===== src/rtl/apb_master_fsm.sv =====
// APB master that drains packed {write, addr, wdata} requests from a FIFO and
// returns one response per transfer through a valid/ready hold register.
module apb_master_fsm #(
    parameter int ADDR_W  = 32,
    parameter int DATA_W  = 8,
    parameter int TIMEOUT = 256,
    parameter int TO_W    = 16
) (
    input  logic                     pclk,
    input  logic                     prst,
    input  logic [ADDR_W+DATA_W:0]   fifo_rdata,
    input  logic                     fifo_rempty,
    output logic                     fifo_rinc,
    output logic [ADDR_W-1:0]        paddr,
    output logic                     pwrite,
    output logic [DATA_W-1:0]        pwdata,
    output logic                     psel,
    output logic                     penable,
    input  logic [DATA_W-1:0]        prdata,
    input  logic                     pready,
    input  logic                     pslverr,
    output logic                     rsp_valid,
    input  logic                     rsp_ready,
    output logic                     rsp_write,
    output logic [DATA_W-1:0]        rsp_rdata,
    output logic                     rsp_err,
    output logic                     rsp_timeout
);

    typedef enum logic [1:0] {IDLE, LOAD, SETUP, ACCESS} state_t;

    localparam bit              TO_EN   = (TIMEOUT != 0);
    localparam logic [TO_W-1:0] TO_LAST = (TIMEOUT == 0) ? '0 : TO_W'(TIMEOUT - 1);

    state_t          state;
    logic [TO_W-1:0] wait_cnt;
    logic            to_hit;

    // No pops while reset is held, so an entry is never lost to a reset edge.
    assign fifo_rinc = (state == IDLE) & ~fifo_rempty & ~rsp_valid & ~prst;
    assign to_hit    = TO_EN & (wait_cnt == TO_LAST) & ~pready;

    always_ff @(posedge pclk or posedge prst) begin
        if (prst) begin
            state       <= IDLE;
            paddr       <= '0;
            pwrite      <= 1'b0;
            pwdata      <= '0;
            psel        <= 1'b0;
            penable     <= 1'b0;
            wait_cnt    <= '0;
            rsp_valid   <= 1'b0;
            rsp_write   <= 1'b0;
            rsp_rdata   <= '0;
            rsp_err     <= 1'b0;
            rsp_timeout <= 1'b0;
        end else begin
            if (rsp_valid && rsp_ready)
                rsp_valid <= 1'b0;

            case (state)
                IDLE: begin
                    if (fifo_rinc)
                        state <= LOAD;
                end
                LOAD: begin
                    pwrite <= fifo_rdata[ADDR_W+DATA_W];
                    paddr  <= fifo_rdata[ADDR_W+DATA_W-1:DATA_W];
                    pwdata <= fifo_rdata[DATA_W-1:0];
                    psel   <= 1'b1;
                    state  <= SETUP;
                end
                SETUP: begin
                    penable  <= 1'b1;
                    wait_cnt <= '0;
                    state    <= ACCESS;
                end
                ACCESS: begin
                    // Ready on the timeout cycle counts as a normal completion.
                    if (pready) begin
                        psel        <= 1'b0;
                        penable     <= 1'b0;
                        state       <= IDLE;
                        rsp_valid   <= 1'b1;
                        rsp_write   <= pwrite;
                        rsp_rdata   <= pwrite ? '0 : prdata;
                        rsp_err     <= pslverr;
                        rsp_timeout <= 1'b0;
                    end else if (to_hit) begin
                        psel        <= 1'b0;
                        penable     <= 1'b0;
                        state       <= IDLE;
                        rsp_valid   <= 1'b1;
                        rsp_write   <= pwrite;
                        rsp_rdata   <= '0;
                        rsp_err     <= 1'b1;
                        rsp_timeout <= 1'b1;
                    end else begin
                        wait_cnt <= wait_cnt + 1'b1;
                    end
                end
                default: state <= IDLE;
            endcase
        end
    end

endmodule


===== config.mk =====
export PLATFORM = sky130hd
export DESIGN_NAME = apb_master_fsm
export DESIGN_NICKNAME = d
export VERILOG_FILES = /design/src/rtl/apb_master_fsm.sv
export SDC_FILE = /design/constraint.sdc
export NUM_CORES = 1
export LEC_CHECK = 0
export CAP_MARGIN = 20
export CORE_MARGIN = 5
export CORE_UTILIZATION = 34
export CTS_CLUSTER_SIZE = 10
export DETAILED_ROUTE_END_ITERATION = 7
export GPL_TIMING_DRIVEN = 0
export HOLD_SLACK_MARGIN = 0.05
export PLACE_DENSITY_LB_ADDON = 0.08
export SETUP_SLACK_MARGIN = 0.2
export SYNTH_ARGS = -nofsm -noshare
export SYNTH_HDL_FRONTEND = slang
export SYNTH_SLANG_ARGS = --single-unit

===== constraint.sdc =====
create_clock -name pclk -period 7.6 [get_ports pclk]
set_clock_uncertainty 0.1 [all_clocks]
set_input_delay 1.52 -clock pclk [delete_from_list [all_inputs] [get_ports pclk]]
set_output_delay 1.52 -clock pclk [all_outputs]
set_load 0.03 [all_outputs]

## Yosys cells after proc, flatten, opt, wreduce, memory -nomap -nowiden

Index checks and enable logic that the tools add are counted.
W data, S select, Z words.

| storage, ports and cells | value |
|---|---|
| output and inout bits | 56 |
| logic and storage cells | 62 |
| flip-flop bits (word level) | 73 |
| bits of input ports | 55 |

| operators by class | value |
|---|---|
| equality and inequality tests | 8 |
| reduce and logical (&&, ||, !) cells | 10 |
| add/subtract/negate cells | 1 |
| bitwise operators | 8 |
| muxes and demuxes | 23 |

Operators by type and width:

| kind | number |
|---|---|
| $mux W16 | 2 |
| $pmux W16 S2 | 1 |
| $mux W8 | 3 |
| $add A16 B1 Y16 const B | 1 |
| $eq A16 B8 Y1 const B | 1 |
| $mux W1 | 11 |
| $pmux W2 S4 | 1 |
| $reduce_and A2 Y1 | 4 |
| $mux W2 | 3 |
| $ne A2 B2 Y1 const B | 3 |
| $reduce_bool A2 Y1 | 3 |
| $and A1 B1 Y1 | 4 |
| $eq A2 B2 Y1 const B | 2 |
| $not A1 Y1 | 4 |
| $pmux W1 S2 | 2 |
| $ne A3 B3 Y1 const B | 1 |
| $reduce_and A3 Y1 | 1 |
| $eq A2 B1 Y1 const B | 1 |
| $logic_not A2 Y1 | 1 |
| $logic_and A1 B1 Y1 | 1 |

## Depth between registers and ports, before layout

| depth | value |
|---|---|
| depth after elaboration | 6 |
| depth in mapped cells | 7 |
| depth with buffers taken out | 6 |

## Least setup slack after synthesis

No wires, ideal clock.

| timing path | value |
|---|---|
| path kind | in2out |
| start | input fifo_rempty |
| end | output fifo_rinc |
| buffers on the path | 0 |
| arrival time | 2.771 ns |
| path slack | 3.209 ns |
| data required time | 5.980 ns |
| stages | 1 |
| path through | nor4_1 |

| on the way | value |
|---|---|
| cells in the longest elaborated chain, start to end | 4 |

RTL lines:

| item | RTL line | RTL |
|---|---|---|
| from (decl) | 12 | `input logic fifo_rempty,` |
| $not A1 Y1 | 40 | `assign fifo_rinc = (state == IDLE) & ~fifo_rempty & ~rsp_valid & ~prst;` |
| $and A1 B1 Y1 (3 in series) | 40 |  |
| to (decl) | 13 | `output logic fifo_rinc,` |

Every way passes these cells.

## Worst setup path after layout

Same ends and word-level chain as after synthesis.

==> key figures <==
Clock network
  • # resized after CTS: 0
  • Clock sinks: 73
  • Htree depth: 3
  • CTS max path bufs: 2
  • # hold bufs at CTS: 0
  • CTS tree: done
  • Root buf cell: clkbuf_8
  • Worst skew pair latency: 350 ps
  • CTS buffer count: 9
  • Postcts setup bufs: 0
  • Clock slew at reported path FFs: about 70 ps

Floorplan
  • Io pins: 111
  • Core ar.: around 9300 um^2
  • Die area: between 10,000 and 15,000 um^2
  • Die height: around 110 um
  • Initial core utilization: 0.351
  • # rows: 35
  • Chip Width: 108 um

Synth
  • Top FF cell, synth: dfrtp_1
  • Ys async rst share: 1.00
  • Flops & latches, synth: between 70 and 80
  • Number of synthesized flops with an enable pin: 0
  • Syn nets: 321
  • Most common cell in the netlist: dfrtp_1
  • Share of the synthesized area in the top cell type: 0.561
  • Gate Count Post-Synth: 260
  • Top cells by count, synth: dfrtp_1, mux2_2, nand2_1
  • Ranking of synthesized cells by area: dfrtp_1, mux2_2, mux2i_1
  • Post-synth top area cell: dfrtp_1
  • Average size of a mapped cell: around 13 um^2
  • Synth Cell Area: ~3300 um^2
  • Synth Warn #: 0
  • Distinct cells, synth: 39
  • Sequential share of the synthesized area: 0.561

STA
  • Least-Margin Pin Slew: roughly 750 ps
  • Max-slew violation count: 0
  • Fmax: around 200 MHz
  • Fin crit share: 0.660
  • Relative slew slack: 0.497
  • Final Critical Period: approximately 5000 ps
  • Setup_tns: 0 ps
  • Hold WS: 399 ps
  • Unrepaired setup endpoints after global routing: false
  • Final setup fails: 0
  • Fin. Hold Viols: 0

Route
  • Via count: around 2,400
  • Detailed Routing Iterations Pass 1: 4
  • Via/cell ratio: roughly 4.7
  • Iteration-0 DRC Markers: between 50 and 60
  • WL per Instance: around 15 um
  • ANT nets after route: 0
  • Final wirelength: around 8 mm
  • Remaining DRCs: 0

Placed design
  • GPL Wtd Cong: ~0.8
  • Port Buf Inserts: 110
  • Dpl hpwl: about 5.7 mm
  • DP Area: ~4600 um^2

Global route
  • GR Overflow Total: 0
  • Total track usage: 0.142
  • Vias in the first global route: 2,542
  • First-pass GRT wire length: approximately 13 mm
  • Initial antenna violation count: 0
  • Largest net degree at the start of global routing: 57

Finish
  • Area growth, synth to finish: 46.4%
  • Diodes inserted: 0
  • Share of cells above drive strength 1: 0.183
  • Net count, final: 443
  • FILL cells: 891
  • Final Cell Area: about 4800 um^2

Pwr
  • Pwr dens: a little over 400 nW/um^2
  • Leakage: slightly above 0.002 uW
  • Final Total Pwr: 1970 uW
  • VDD IR max: between 200 and 300 uV

Setup path
  • Crit end category: output pin
  • Setup crit end: fifo_rinc
  • Req. time, crit path: around 6000 ps
  • Critical path fanouts, max: 2
  • Crit path launch: fifo_rempty
  • CP arrival: 3390 ps
  • CP Launch Type: input pin
  • RR Endpoint: state[1]
  • Worst Setup Path Type: input pin to output pin
  • R2R Path Start: state[0]
  • Reg2Reg Depth: 6
  • R2r setup slk: around 5400 ps

Job
  • Max Cap Viol: 0

Min path
  • HP Class: flop to flop

Run status
  • Status: finished, final reports clean
## report_power, final
group	total, uW	internal [uW]	switching, uW
sequential	626	541	84.5
clock	339	187	152
combinational	1000	466	536
total	1970	1190	773
## routing by layer
metal	part of all wire	global-route usage	vias to the layer above
li1	-	-	1162
met1	0.40	0.164	1172
met2	0.48	0.215	78
met3	0.11	0.0870	10
met4	0.016	0.0487	0
met5	0	0	-
## registers in the layout, indices dropped and copies added, names as in the netlist, 2 cells and up
name / count
paddr: 32
rsp_rdata: 8
pwdata: 8
wait_cnt: 16
state: 2
## worst min path at each step
stage | cells after the start | start | end
final | 1 | rsp_err | rsp_err
after global routing | 1 | paddr[7] | paddr[7]
after CTS | 1 | wait_cnt[7] | wait_cnt[7]
after detailed placement | 1 | wait_cnt[7] | wait_cnt[7]
after global placement | 1 | rsp_err | rsp_err
after floorplan | 1 | wait_cnt[7] | wait_cnt[7]
## per-stage QoR
| stage | util | std cells | setup WS, ps |
|---|---|---|---|
| finish | 0.514 | 516 | 2590 |
| global route | 0.514 | 516 | 2530 |
| CTS | 0.514 | 516 | 2540 |
| detailed placement | 0.490 | 500 | 2530 |
| global placement | 0.487 | 499 | 2570 |
| floorplan | - | 260 | 3210 |
## critical path: stages
cell and delay (ps):
clkdlybuf4s50_1 400, nor4_1 660, clkdlybuf4s50_1 810
## area by class of cell
cell class	instances	area, um^2	share of cell area
plain buffers	14	70.1	0.0147
multi-input cells	155	1290	0.271
clock inverters	6	90.1	0.0189
repair buffers	111	1130	0.237
clock buffers	10	128	0.0268
well taps	129	161	0.0338
flip-flops and latches	73	1830	0.383
inverters	18	70.1	0.0147
## cell usage in the layout, fill, tap and decap left out, types with 2 or more instances in the layout
cell / Yosys / layout
nor2_1: 5 / 5
a21o_1: 2 / 2
and4_1: 3 / 3
a31oi_1: 2 / 2
nor4_4: 2 / 2
o31ai_1: 2 / 2
nand3_1: 2 / 2
clkdlybuf4s50_1: 0 / 110
and3_1: 3 / 3
ha_1: 6 / 6
nand4_1: 8 / 8
nand2b_1: 3 / 3
inv_1: 18 / 17
a21oi_1: 5 / 5
mux2i_1: 11 / 11
mux2_4: 2 / 2
bufinv_16: 0 / 2
nand2_1: 21 / 21
clkbuf_8: 0 / 9
nor3_1: 3 / 3
inv_6: 0 / 2
buf_6: 2 / 2
dfrtp_1: 73 / 73
nand4b_1: 8 / 8
mux2_2: 41 / 41
a31o_2: 2 / 2
o21ai_0: 10 / 10
clkbuf_1: 10 / 11
o211ai_1: 2 / 2
## cells by family after synthesis
kind of cell	count (synthesis)	share of synthesized area
AOI/OAI and AO/OA	31	0.0691
buffers and inverters	32	0.0422
adders and majority gates	6	0.0230
DFF	73	0.561
muxes	54	0.185
and+or+nand+nor	64	0.120
Note: power is estimated with default switching activity, not from simulation.
==> RTL edit 1, RTL diff (same settings) <==
Change the parameter `TIMEOUT` from 256 to 128.
--- a/src/rtl/apb_master_fsm.sv
+++ b/src/rtl/apb_master_fsm.sv
@@ -5,3 +5,3 @@
     parameter int DATA_W  = 8,
-    parameter int TIMEOUT = 256,
+    parameter int TIMEOUT = 128,
     parameter int TO_W    = 16
Check against the original RTL: no difference found for any inputs over 10 cycles, from zero or initial values and one cycle with prst high; that may be too few to reach the edited logic, so the function may still have changed.
==> RTL edit 1 against the original RTL <==
- setup slack better by 300 ps
- routed wire length decreased by 3.4%
- synthesized area decreased by 4.7%
- design area decreased by 4.1%
- power decreased by 0.45%
- non-clock buffer count is 4 lower
- register-to-register slack got worse by 310 ps
- sequential cell count did not move
==> RTL edit 1: results (changes against the original RTL) <==
Sequential power - 0.632 mW (+1%)
GRT Total Usage - 14.3% (+0.087 points)
Sequential cell count - 73 (unchanged)
Fillcell total - 812 (-8.9%)
Share of cells above drive strength 1 - 18.1% (-0.26 points)
Largest net degree at the start of global routing - 47 (-18%)
First-pass GRT wire length - 12700 um (-0.60%)
Pre-CTS WS - 2890 ps (+363 ps)
Most common library cells after synthesis - dfrtp_1, mux2_2, a21oi_1, nand2_1, inv_1
Critical Path Max Stage Delay - 760 ps (-50 ps)
Clock buffers - 11 (+1)
Multi-input gates - 145 (-6.5%)
P_leak - 1.88 nW (-7.9%)
Outcome - completed
Met3 usage - 6.60% (-2.1 points)
Int Pwr - 1.18 mW (-1.1%)
Post-route insts no fill - 473 (-8.3%)
Syn_area_per_cell - 13.0 um2 (+4.1%)
GP Congestion - 0.767 (-1.3%)
Met2 Use GR - 22.3% (+0.73 points)
Post-layout util - 51.9% (+0.59 points)
Multi-input combinational area share - 26.2% (-0.90 points)
Placed instance area - 4370 um2 (-4.0%)
Net Sw Frac - 39.7% (+0.41 points)
Inverters - 10 (-8)
Vias after detailed routing - 2337 (-3.5%)
Detailed Route Iter0 Violations - 29 (-47%)
Wirelength per Cell - 16.1 um (+5.3%)
Combinational group power - 1.01 mW
Syn nets - 299 (-6.9%)
ClkCell Share - 4.46% (-0.11 points)
Synth unique cells - 37 (-5.1%)
Buffers excl. clock - 121 (-3.2%)
Worst-Margin Slew - 598 ps (-149 ps)
HPWL Detailed - 5630 um (-1.0%)
M1 GR Usage - 17.0% (+0.58 points)
Non-clock buffer share - 25.5% (+0.41 points)
Seq/Total Area, Yosys - 58.8% (+2.8 points)
Area contributors post-synth - dfrtp_1, mux2_2, ha_1
[RTL edit 1: kinds of logic (layout without fill, tap and decap cells)]
family	Yosys count	count (layout)	share of synthesized area (%)
and+or+nand+nor	53	53	10.2
adders and majority gates	6	6	2.42
buffers and inverters	20	147	2.50
AOI/OAI and AO/OA	36	36	8.14
DFF	73	73	58.8
muxes	48	48	17.3
xor gates and xnor gates	2	2	0.564
[RTL edit 1: final timing paths]
kind	cells past startpoint	slack [ps]	start	endpoint
min in group asynchronous	2	1440	prst	rsp_err
max in group asynchronous	3	5420	prst	pwdata[6]
setup reg to reg	5	5120	wait_cnt[11]	rsp_rdata[2]
hold / removal	1	410	paddr[2]	paddr[2]
hold reg to reg	1	410	paddr[2]	paddr[2]
setup / recovery	3	2880	fifo_rempty	fifo_rinc
[RTL edit 1: metal layers]
layer,part of all wire (%),vias up
met5,0,-
met4,1.6,0
met3,9.1,10
met2,46,73
met1,43,1141
li1,-,1113
==> RTL edit 2, RTL diff (same flow settings) <==
Made on the original files. Register the output `rsp_timeout` once more; this adds one clock of latency there. The other outputs are not delayed to match.
--- a/src/rtl/apb_master_fsm.sv
+++ b/src/rtl/apb_master_fsm.sv
@@ -34,2 +34,4 @@
 
+    logic rsp_timeout_s0;
+
     state_t          state;
@@ -55,3 +57,3 @@
             rsp_err     <= 1'b0;
-            rsp_timeout <= 1'b0;
+            rsp_timeout_s0 <= 1'b0;
         end else begin
@@ -87,3 +89,3 @@
                         rsp_err     <= pslverr;
-                        rsp_timeout <= 1'b0;
+                        rsp_timeout_s0 <= 1'b0;
                     end else if (to_hit) begin
@@ -96,3 +98,3 @@
                         rsp_err     <= 1'b1;
-                        rsp_timeout <= 1'b1;
+                        rsp_timeout_s0 <= 1'b1;
                     end else begin
@@ -106,2 +108,6 @@
 
+    always_ff @(posedge pclk) begin
+        rsp_timeout <= rsp_timeout_s0;
+    end
+
 endmodule
Formal check against the unedited RTL: same outputs for any inputs over 10 cycles, from zero or initial values and one cycle with prst high; that may be too few to reach the edited logic, so the function may still have changed.
==> RTL edit 2 against the original RTL <==
- largest cell class unchanged
- global-route usage down 0.46 points
- final cell count down 0.19%
- sequential power about the same
- design area shrank 0.13%
- clock power decreased by 10%
- routed wire length down 2.6%
- worst hold slack got worse by 120 ps
- first-iteration DRC count up 45%
- setup slack improved by 180 ps
- sequential cell count grew 1
- synthesized area increased by 0.61%
- power fell by 1.7%
- critical path type unchanged
==> RTL edit 2: results (changes against the original RTL) <==
Nets - 444 (+0.23%)
GP Congestion - 0.755 (-2.9%)
HPWL Detailed - 5540 um (-2.8%)
Syn nets - 322 (+0.31%)
Post-Syn Area - 3280 um2 (+0.61%)
Root Buffer - clkbuf_8
Most common library cells after synthesis - dfrtp_1, mux2_2, nand2_1
P_leak - 2.03 nW (-0.43%)
Detailed Route Iter0 Violations - 80 (+45%)
M1 WL - 3320 um (+5.1%)
Critical Path Max Stage Delay - 780 ps (-30 ps)
VDD IR-drop max - 0.235 mV (-7.9%)
Area contributors post-synth - dfrtp_1, mux2_2, mux2i_1
Rel. slew slack - 61.7% (+12 points)
Switching power total - 0.763 mW (-1.3%)
Synth warn - 0 (unchanged)
Wirelength per Cell - 14.9 um (-2.4%)
Metal2 WL - 3480 um (-7.3%)
First-pass GRT wire length - 12600 um (-1.5%)
Multi-input gate area - 1290 um2 (unchanged)
Inserted Clock Buffers - 9 (unchanged)
Inverters - 18 (unchanged)
Fin Hold WS - 276 ps (-123 ps)
Pre-CTS WS - 2740 ps (+208 ps)
Hold path start - rsp_timeout_s0
Ys flop type - dfrtp_1
Sequential power - 0.628 mW (about the same)
Area delta synth->final - 45.3%
Fillcell total - 872 (-2.1%)
R2r setup slk - 5490 ps (+60 ps)
Outcome - completed
CTS resizes - 0 (unchanged)
CTS H-tree depth - 3 (unchanged)
Placed instance area - 4570 um2 (+0.44%)
Seq/Total Area, Yosys - 56.3% (+0.27 points)
M1 GR Usage - 17.2% (+0.83 points)
GRT Total Usage - 13.7% (-0.46 points)
Asr flop ratio synth - 98.6% (-1.4 points)
Top layer in use - met4
Slowest CP cell - clkdlybuf4s50_1
Largest net degree at the start of global routing - 59 (+3.5%)
Gr busiest metal - met2
Seq area share - 38.8% (+0.47 points)
Routed length on met3 - 747 um (-11%)
Met3 usage - 6.15% (-2.5 points)
Worst setup path startpoint - fifo_rempty
Arr. time, crit path - 3220 ps (-170 ps)
ClkCell Share - 4.02% (-0.55 points)
Clock transition at path regs - 70 ps (about the same)
RR Startpoint - state[1]
Sequential cell count - 74 (+1.4%)
Met2 Use GR - 20.8% (-0.71 points)
Synth unique cells - 40 (+2.6%)
Via/cell ratio - 4.81 (+2.4%)
Min Clock Period, post-route - 4840 ps (-177 ps)
Share of cells above drive strength 1 - 18.1% (-0.21 points)
Non-clock buffer share - 25.2% (+0.033 points)
RTL edit 2: cell count changes after synthesis, sizes merged:
cell,change
dfxtp,+1
RTL edit 2: through the flow:
stage / cells / total power [mW]
CTS: 515 / 1.97
detailed placement: 501 / 1.65
global placement: 500 / 1.64
global route: 515 / 2.06
floorplan: 261 / 1.24
finish: 515 / 1.93
RTL edit 2: kinds of logic after synthesis:
| kind of cell | after synthesis | synth area share [%] |
|---|---|---|
| multiplexers | 54 | 18.4 |
| flip-flops | 74 | 56.3 |
| AO/OA/AOI/OAI | 31 | 6.87 |
| AND/OR/NAND/NOR | 64 | 11.9 |
| buffers and inverters | 32 | 4.20 |
| adder cells (fa/ha/maj) | 6 | 2.29 |
RTL edit 2: worst paths after layout:
kind | end | cells past startpoint
max | fifo_rinc | 3
min | rsp_timeout | 0
max reg2reg | wait_cnt[3] | 7
min reg2reg | rsp_timeout | 0
max in group asynchronous | paddr[0] | 3
min in group asynchronous | state[1] | 2
